## src/rtl/dice_tid_dispatcher.sv

```systemverilog
// dice_tid_dispatcher: walks linear thread ids 0..max_tid for one CTA and
// hands them to the CGRA subsystem over a valid/ready handshake, together
// with the x/y/z decomposition of each id.
// Optional feature macro: DICE_DISP_SKIP_MASK_EN adds the skip_mask port;
// a skipped tid costs one cycle with tid_valid low and is not counted.
//
// state | meaning
// IDLE  | waiting for start; a start with an out-of-range max_tid pulses cfg_err
// RUN   | sweeping; the cursor advances on handshake or on a skipped tid
// DONE  | sweep finished, done held until clr or start
module dice_tid_dispatcher #(
  parameter int NUM_TID   = 512,
  parameter int TID_WIDTH = $clog2(NUM_TID),
  parameter int CNT_WIDTH = 32
) (
  input  logic                 clk,
  input  logic                 rst_n,
  input  logic                 start,
  input  logic                 clr,
  input  logic [TID_WIDTH-1:0] ntid_x,
  input  logic [TID_WIDTH-1:0] ntid_y,
  input  logic [TID_WIDTH-1:0] ntid_z,
  input  logic [TID_WIDTH-1:0] max_tid,
`ifdef DICE_DISP_SKIP_MASK_EN
  input  logic [NUM_TID-1:0]   skip_mask,
`endif
  output logic                 tid_valid,
  input  logic                 tid_ready,
  output logic [TID_WIDTH-1:0] dispatch_tid,
  output logic [TID_WIDTH-1:0] tid_x,
  output logic [TID_WIDTH-1:0] tid_y,
  output logic [TID_WIDTH-1:0] tid_z,
  output logic                 busy,
  output logic                 done,
  output logic                 cfg_err,
  output logic [CNT_WIDTH-1:0] disp_count,
  output logic [CNT_WIDTH-1:0] stall_count
);

  localparam int PW = 3 * (TID_WIDTH + 1);

  typedef enum logic [1:0] {
    ST_IDLE = 2'd0,
    ST_RUN  = 2'd1,
    ST_DONE = 2'd2
  } state_t;

  state_t               state_q, state_d;
  logic                 valid_q, valid_d;
  logic                 busy_q, busy_d;
  logic                 done_q, done_d;
  logic                 cfg_err_q, cfg_err_d;
  logic [TID_WIDTH-1:0] lin_q, lin_d;
  logic [TID_WIDTH-1:0] x_q, x_d;
  logic [TID_WIDTH-1:0] y_q, y_d;
  logic [TID_WIDTH-1:0] z_q, z_d;
  logic [TID_WIDTH-1:0] nx_q, nx_d;
  logic [TID_WIDTH-1:0] ny_q, ny_d;
  logic [TID_WIDTH-1:0] nz_q, nz_d;
  logic [TID_WIDTH-1:0] max_q, max_d;
  logic [CNT_WIDTH-1:0] disp_q, disp_d;
  logic [CNT_WIDTH-1:0] stall_q, stall_d;

  logic [TID_WIDTH:0]   ext_x, ext_y, ext_z;
  logic [PW-1:0]        tid_total;
  logic                 cfg_legal;
  logic [TID_WIDTH-1:0] lin_inc;
  logic                 skip_first;
  logic                 skip_next;

  // Legality is judged once, on the start cycle, so a full product is fine
  // here; the cursor itself never multiplies or divides.
  assign ext_x     = {1'b0, ntid_x} + {{TID_WIDTH{1'b0}}, 1'b1};
  assign ext_y     = {1'b0, ntid_y} + {{TID_WIDTH{1'b0}}, 1'b1};
  assign ext_z     = {1'b0, ntid_z} + {{TID_WIDTH{1'b0}}, 1'b1};
  assign tid_total = PW'(ext_x) * PW'(ext_y) * PW'(ext_z);
  assign cfg_legal = PW'(max_tid) < tid_total;
  assign lin_inc   = lin_q + TID_WIDTH'(1);

`ifdef DICE_DISP_SKIP_MASK_EN
  logic [NUM_TID-1:0] skip_q, skip_d;
  assign skip_first = skip_mask[0];
  assign skip_next  = skip_q[lin_inc];
`else
  assign skip_first = 1'b0;
  assign skip_next  = 1'b0;
`endif

  function automatic logic [CNT_WIDTH-1:0] sat_inc(input logic [CNT_WIDTH-1:0] v);
    return (&v) ? v : v + CNT_WIDTH'(1);
  endfunction

  // Next-state, cursor and counter logic; clr overrides everything else.
  always_comb begin
    state_d   = state_q;
    valid_d   = valid_q;
    done_d    = done_q;
    cfg_err_d = 1'b0;
    lin_d     = lin_q;
    x_d       = x_q;
    y_d       = y_q;
    z_d       = z_q;
    nx_d      = nx_q;
    ny_d      = ny_q;
    nz_d      = nz_q;
    max_d     = max_q;
    disp_d    = disp_q;
    stall_d   = stall_q;
`ifdef DICE_DISP_SKIP_MASK_EN
    skip_d    = skip_q;
`endif

    if (clr) begin
      state_d = ST_IDLE;
      valid_d = 1'b0;
      done_d  = 1'b0;
    end else begin
      case (state_q)
        ST_IDLE, ST_DONE: begin
          if (start) begin
            if (cfg_legal) begin
              state_d = ST_RUN;
              nx_d    = ntid_x;
              ny_d    = ntid_y;
              nz_d    = ntid_z;
              max_d   = max_tid;
`ifdef DICE_DISP_SKIP_MASK_EN
              skip_d  = skip_mask;
`endif
              lin_d   = '0;
              x_d     = '0;
              y_d     = '0;
              z_d     = '0;
              disp_d  = '0;
              stall_d = '0;
              done_d  = 1'b0;
              valid_d = ~skip_first;
            end else begin
              cfg_err_d = 1'b1;
            end
          end
        end
        ST_RUN: begin
          if (valid_q && !tid_ready) stall_d = sat_inc(stall_q);
          if (valid_q && tid_ready)  disp_d  = sat_inc(disp_q);
          // tid_valid low in RUN only ever means the current tid is skipped
          if (!valid_q || tid_ready) begin
            if (lin_q == max_q) begin
              state_d = ST_DONE;
              valid_d = 1'b0;
              done_d  = 1'b1;
            end else begin
              lin_d   = lin_inc;
              valid_d = ~skip_next;
              if (x_q == nx_q) begin
                x_d = '0;
                if (y_q == ny_q) begin
                  y_d = '0;
                  z_d = z_q + TID_WIDTH'(1);
                end else begin
                  y_d = y_q + TID_WIDTH'(1);
                end
              end else begin
                x_d = x_q + TID_WIDTH'(1);
              end
            end
          end
        end
        default: begin
          state_d = ST_IDLE;
          valid_d = 1'b0;
          done_d  = 1'b0;
        end
      endcase
    end

    busy_d = (state_d == ST_RUN);
  end

  // State, cursor, captured configuration and counter registers.
  always_ff @(posedge clk or negedge rst_n) begin
    if (!rst_n) begin
      state_q   <= ST_IDLE;
      valid_q   <= 1'b0;
      busy_q    <= 1'b0;
      done_q    <= 1'b0;
      cfg_err_q <= 1'b0;
      lin_q     <= '0;
      x_q       <= '0;
      y_q       <= '0;
      z_q       <= '0;
      nx_q      <= '0;
      ny_q      <= '0;
      nz_q      <= '0;
      max_q     <= '0;
      disp_q    <= '0;
      stall_q   <= '0;
`ifdef DICE_DISP_SKIP_MASK_EN
      skip_q    <= '0;
`endif
    end else begin
      state_q   <= state_d;
      valid_q   <= valid_d;
      busy_q    <= busy_d;
      done_q    <= done_d;
      cfg_err_q <= cfg_err_d;
      lin_q     <= lin_d;
      x_q       <= x_d;
      y_q       <= y_d;
      z_q       <= z_d;
      nx_q      <= nx_d;
      ny_q      <= ny_d;
      nz_q      <= nz_d;
      max_q     <= max_d;
      disp_q    <= disp_d;
      stall_q   <= stall_d;
`ifdef DICE_DISP_SKIP_MASK_EN
      skip_q    <= skip_d;
`endif
    end
  end

  assign tid_valid    = valid_q;
  assign dispatch_tid = lin_q;
  assign tid_x        = x_q;
  assign tid_y        = y_q;
  assign tid_z        = z_q;
  assign busy         = busy_q;
  assign done         = done_q;
  assign cfg_err      = cfg_err_q;
  assign disp_count   = disp_q;
  assign stall_count  = stall_q;

endmodule

```

## config.mk

```make
export PLATFORM = sky130hd
export DESIGN_NAME = dice_tid_dispatcher
export DESIGN_NICKNAME = d
export VERILOG_FILES = /design/src/rtl/dice_tid_dispatcher.sv
export SDC_FILE = /design/constraint.sdc
export NUM_CORES = 1
export LEC_CHECK = 0
export BUFFER_PORTS_ARGS = -buffer_cell sky130_fd_sc_hd__buf_2
export CORE_MARGIN = 3
export CORE_UTILIZATION = 45
export DETAILED_ROUTE_END_ITERATION = 7
export HOLD_SLACK_MARGIN = 0.1
export PLACE_DENSITY = 0.63
export SLEW_MARGIN = 20
export SYNTH_ARGS = -nofsm -noshare
export SYNTH_HDL_FRONTEND = slang
export SYNTH_SLANG_ARGS = --single-unit
```

## constraint.sdc

```tcl
create_clock -name clk -period 2.8 [get_ports clk]
set_input_delay 0 -clock clk [delete_from_list [all_inputs] [get_ports clk]]
set_output_delay 0 -clock clk [all_outputs]
set_load 0.01 [all_outputs]
```

==> flow_summary.ini <==
[run_status]
outcome = finished with violations
violations = negative setup slack

[yosys]
ys_seq_area_share_pct = 19.3
yosys.area_share.simple_pct = 23.6
synth_warnings = 0
synth-main-ff-cell = dfrtp_1
synth_edf_count = 0
synthDistinctLibCells = 65
synthAdderAreaFrac_pct = 33.5
syn_nets = 2420
yosysTopAreaCell = fa_1
synth_area_leaders = fa_1 (24%), dfrtp_1 (19%), ha_1 (9.9%)
synth_xor_xnor_area_share_pct = 7.30
async_reset_ff_share_pct = 100
synthMuxAreaShare_pct = 0.659
syn-cell-area_um2 = 17300
ys_ff_latch = 133
synth_top_family_by_area = adder cells
syn-instance-count = 2038
avgSynthCellArea_um2 = 8.48
synth_compound_area_share_pct = 8.97
yosysTopAreaCellShare_pct = 23.6

[final_layout]
layout-drive-gt1-share_pct = 33.2
insertedDiodeCount = 0
nets = 2976
layout_commonest_cell = buf_4
final_cell_area_um2 = 24500
layout_common_cells = buf_4 (382), nand2_1 (228), nor2_1 (225)
fillers = 3068
area_growth_syn_to_layout_pct = 41.9

[setup_path]
endpoint_kind = flip-flop
rr_startpoint = stall_count[8]
crit_top_cell = fa_1
worstRegToRegCells = 12
critPathMaxFanout = 5
crit_arrival_ns = 11.33
worst_path_max_delay_cell = fa_1
crit_cells = 41
worstSetupStartpoint = ntid_y[3]
critPathBufInv = 5
crit_required_ns = 3.15
crit_end = stall_count[11]
rr_endpoint = stall_count[31]
reg2reg_slack_ns = -0.18
cp_top_family = adder cells
critical_path_class = input pin to flip-flop
worstSetupStartpointType = input pin
max_stage_delay_ns = 0.59

[global_route]
grt_pass1_vias = 17100
grt_max_degree = 76
grt_usage_pct = 25.4
grt_pass1_wl_um = 86100
antenna_found_initial = 0
gr-total-overflow = 0

[cts]
cts_max_path_buffers = 2
cts-buffers-inserted = 17
clk_pin_slew_ns = 0.06
root_buffer = clkbuf_16
cts_max_level = 4
cts_tree = built
clock_latency_ns = 0.41
cts.sinks = 133

[placed_design]
port_buffers = 144
globalplace.congestion = 0.954
dp_hpwl_um = 39900
place_area_um2 = 21700

[detailed_routing]
wirelength_um = 51500
viasPerCell = 5.29
first_pass_iters = 5
wl_per_cell_um = 16.5
drc = 0
drt_iter0_markers = 979
vias = 16500
ant_nets = 0

[timing]
whs_ns = 0.188
setup_viol = 133
slew_violations = 0
slew_headroom_pct = 52.7
finalClockSkew_ns = 0.00926
rsz0062_at_grt = true
final.min_clock_period_ns = 10.98
fin_ws_ns = -8.18
tightest_slew_ns = 0.710
max_freq_mhz = 91.1
hold_violations = 0
post-route-period-util_pct = 392

[worst_hold_path]
hp-class = input pin to asynchronous set/reset pin

[die]
dieHeight_um = 202
die_width_um = 202
die_area_um2 = 40800
row_count = 71
num_io_pins = 145
core_area_um2 = 37800
start_util_pct = 45.8

[job]
maxCapViolCount = 0
-- worst reg2reg max path, delay by kind of cell (launching register included) --
family                 cells  cell delay (ns)
and+or+nand+nor           10             2.02
DFF                        1             0.37
muxes                      1             0.30
buffers and inverters      1             0.20
-- flip-flops by register name, summed over array words and instances, names as in the netlist --
signal / cells
disp_count: 32
stall_count: 32
dispatch_tid: 9
max_q: 9
nx_q: 9
ny_q: 9
tid_x: 9
tid_y: 9
tid_z: 9
state_q: 2
busy: 1
cfg_err: 1
done: 1
tid_valid: 1
-- through the flow --
stage / utilization, % / setup TNS [ns] / setup WS, ns / cells
3_5_place_dp: 57.5 / -1179.86 / -8.98 / 3003
3_3_place_gp: 57.5 / -1162.31 / -8.83 / 3003
2_1_floorplan: - / -1112.47 / -8.57 / 2038
5_1_grt: 65.0 / -1110.92 / -8.46 / 3117
4_1_cts: 63.6 / -1068.45 / -8.10 / 3103
6_report: 65.0 / -1068.45 / -8.18 / 3117
-- cell type report --
type,count,area (um2),area share [%]
clock buffers,23,478,1.95
clock inverters,8,124,0.505
inverters,230,866,3.53
multi-input cells,1603,14400,58.6
flip-flops and latches,133,3330,13.6
well taps,511,639,2.61
repair buffers,609,4720,19.2
-- worst min-delay path by stage --
stage	start	endpoint	slack, ns	depth (start not counted)
6_report	rst_n	stall_count[25]	0.19	2
5_1_grt	rst_n	stall_count[25]	0.26	2
4_1_cts	rst_n	stall_count[21]	0.20	2
3_5_place_dp	rst_n	stall_count[21]	0.08	1
3_3_place_gp	rst_n	stall_count[25]	0.08	1
2_1_floorplan	rst_n	busy	-0.30	0
-- per-layer routing --
layer  global-route usage, %  share of wire (%)  up-vias
met5                       0                  0        -
met4                    6.06                1.5        0
met3                    3.04                4.6       47
met2                    42.8                 49      391
met1                    35.3                 45     8234
li1                        -                  -     7816
-- Yosys cell counts, drive strengths merged, types with 59 or more instances --
| library cell | n |
|---|---|
| nand2 | 243 |
| nor2 | 242 |
| inv | 230 |
| fa | 204 |
| ha | 137 |
| dfrtp | 133 |
| nand3 | 83 |
| o21ai | 77 |
| xnor2 | 75 |
| xor2 | 69 |
| a21oi | 64 |
| nand2b | 60 |
| clkbuf | 59 |
-- cell families after synthesis --
group,count (synthesis)
xor gates and xnor gates,144
buffers and inverters,304
AOI/OAI and AO/OA,246
adders and majority gates,341
muxes,11
and+or+nand+nor,859
DFF,133
-- what timing repair did --
| item | CTS | global route |
|---|---|---|
| cloned | 8 | 1 |
| endpoints found under the setup margin | 133 | 133 |
| endpoints found under the hold margin | 104 | 0 |
| pin swaps | 135 | 58 |
| buffers inserted | 31 | 15 |
| hold buffers | 30 | 0 |
| resized for setup | 223 | 79 |
Power is left out: the tool's default activity adds up to more than one toggle a clock period on the data nets, which glitch-free logic cannot reach.
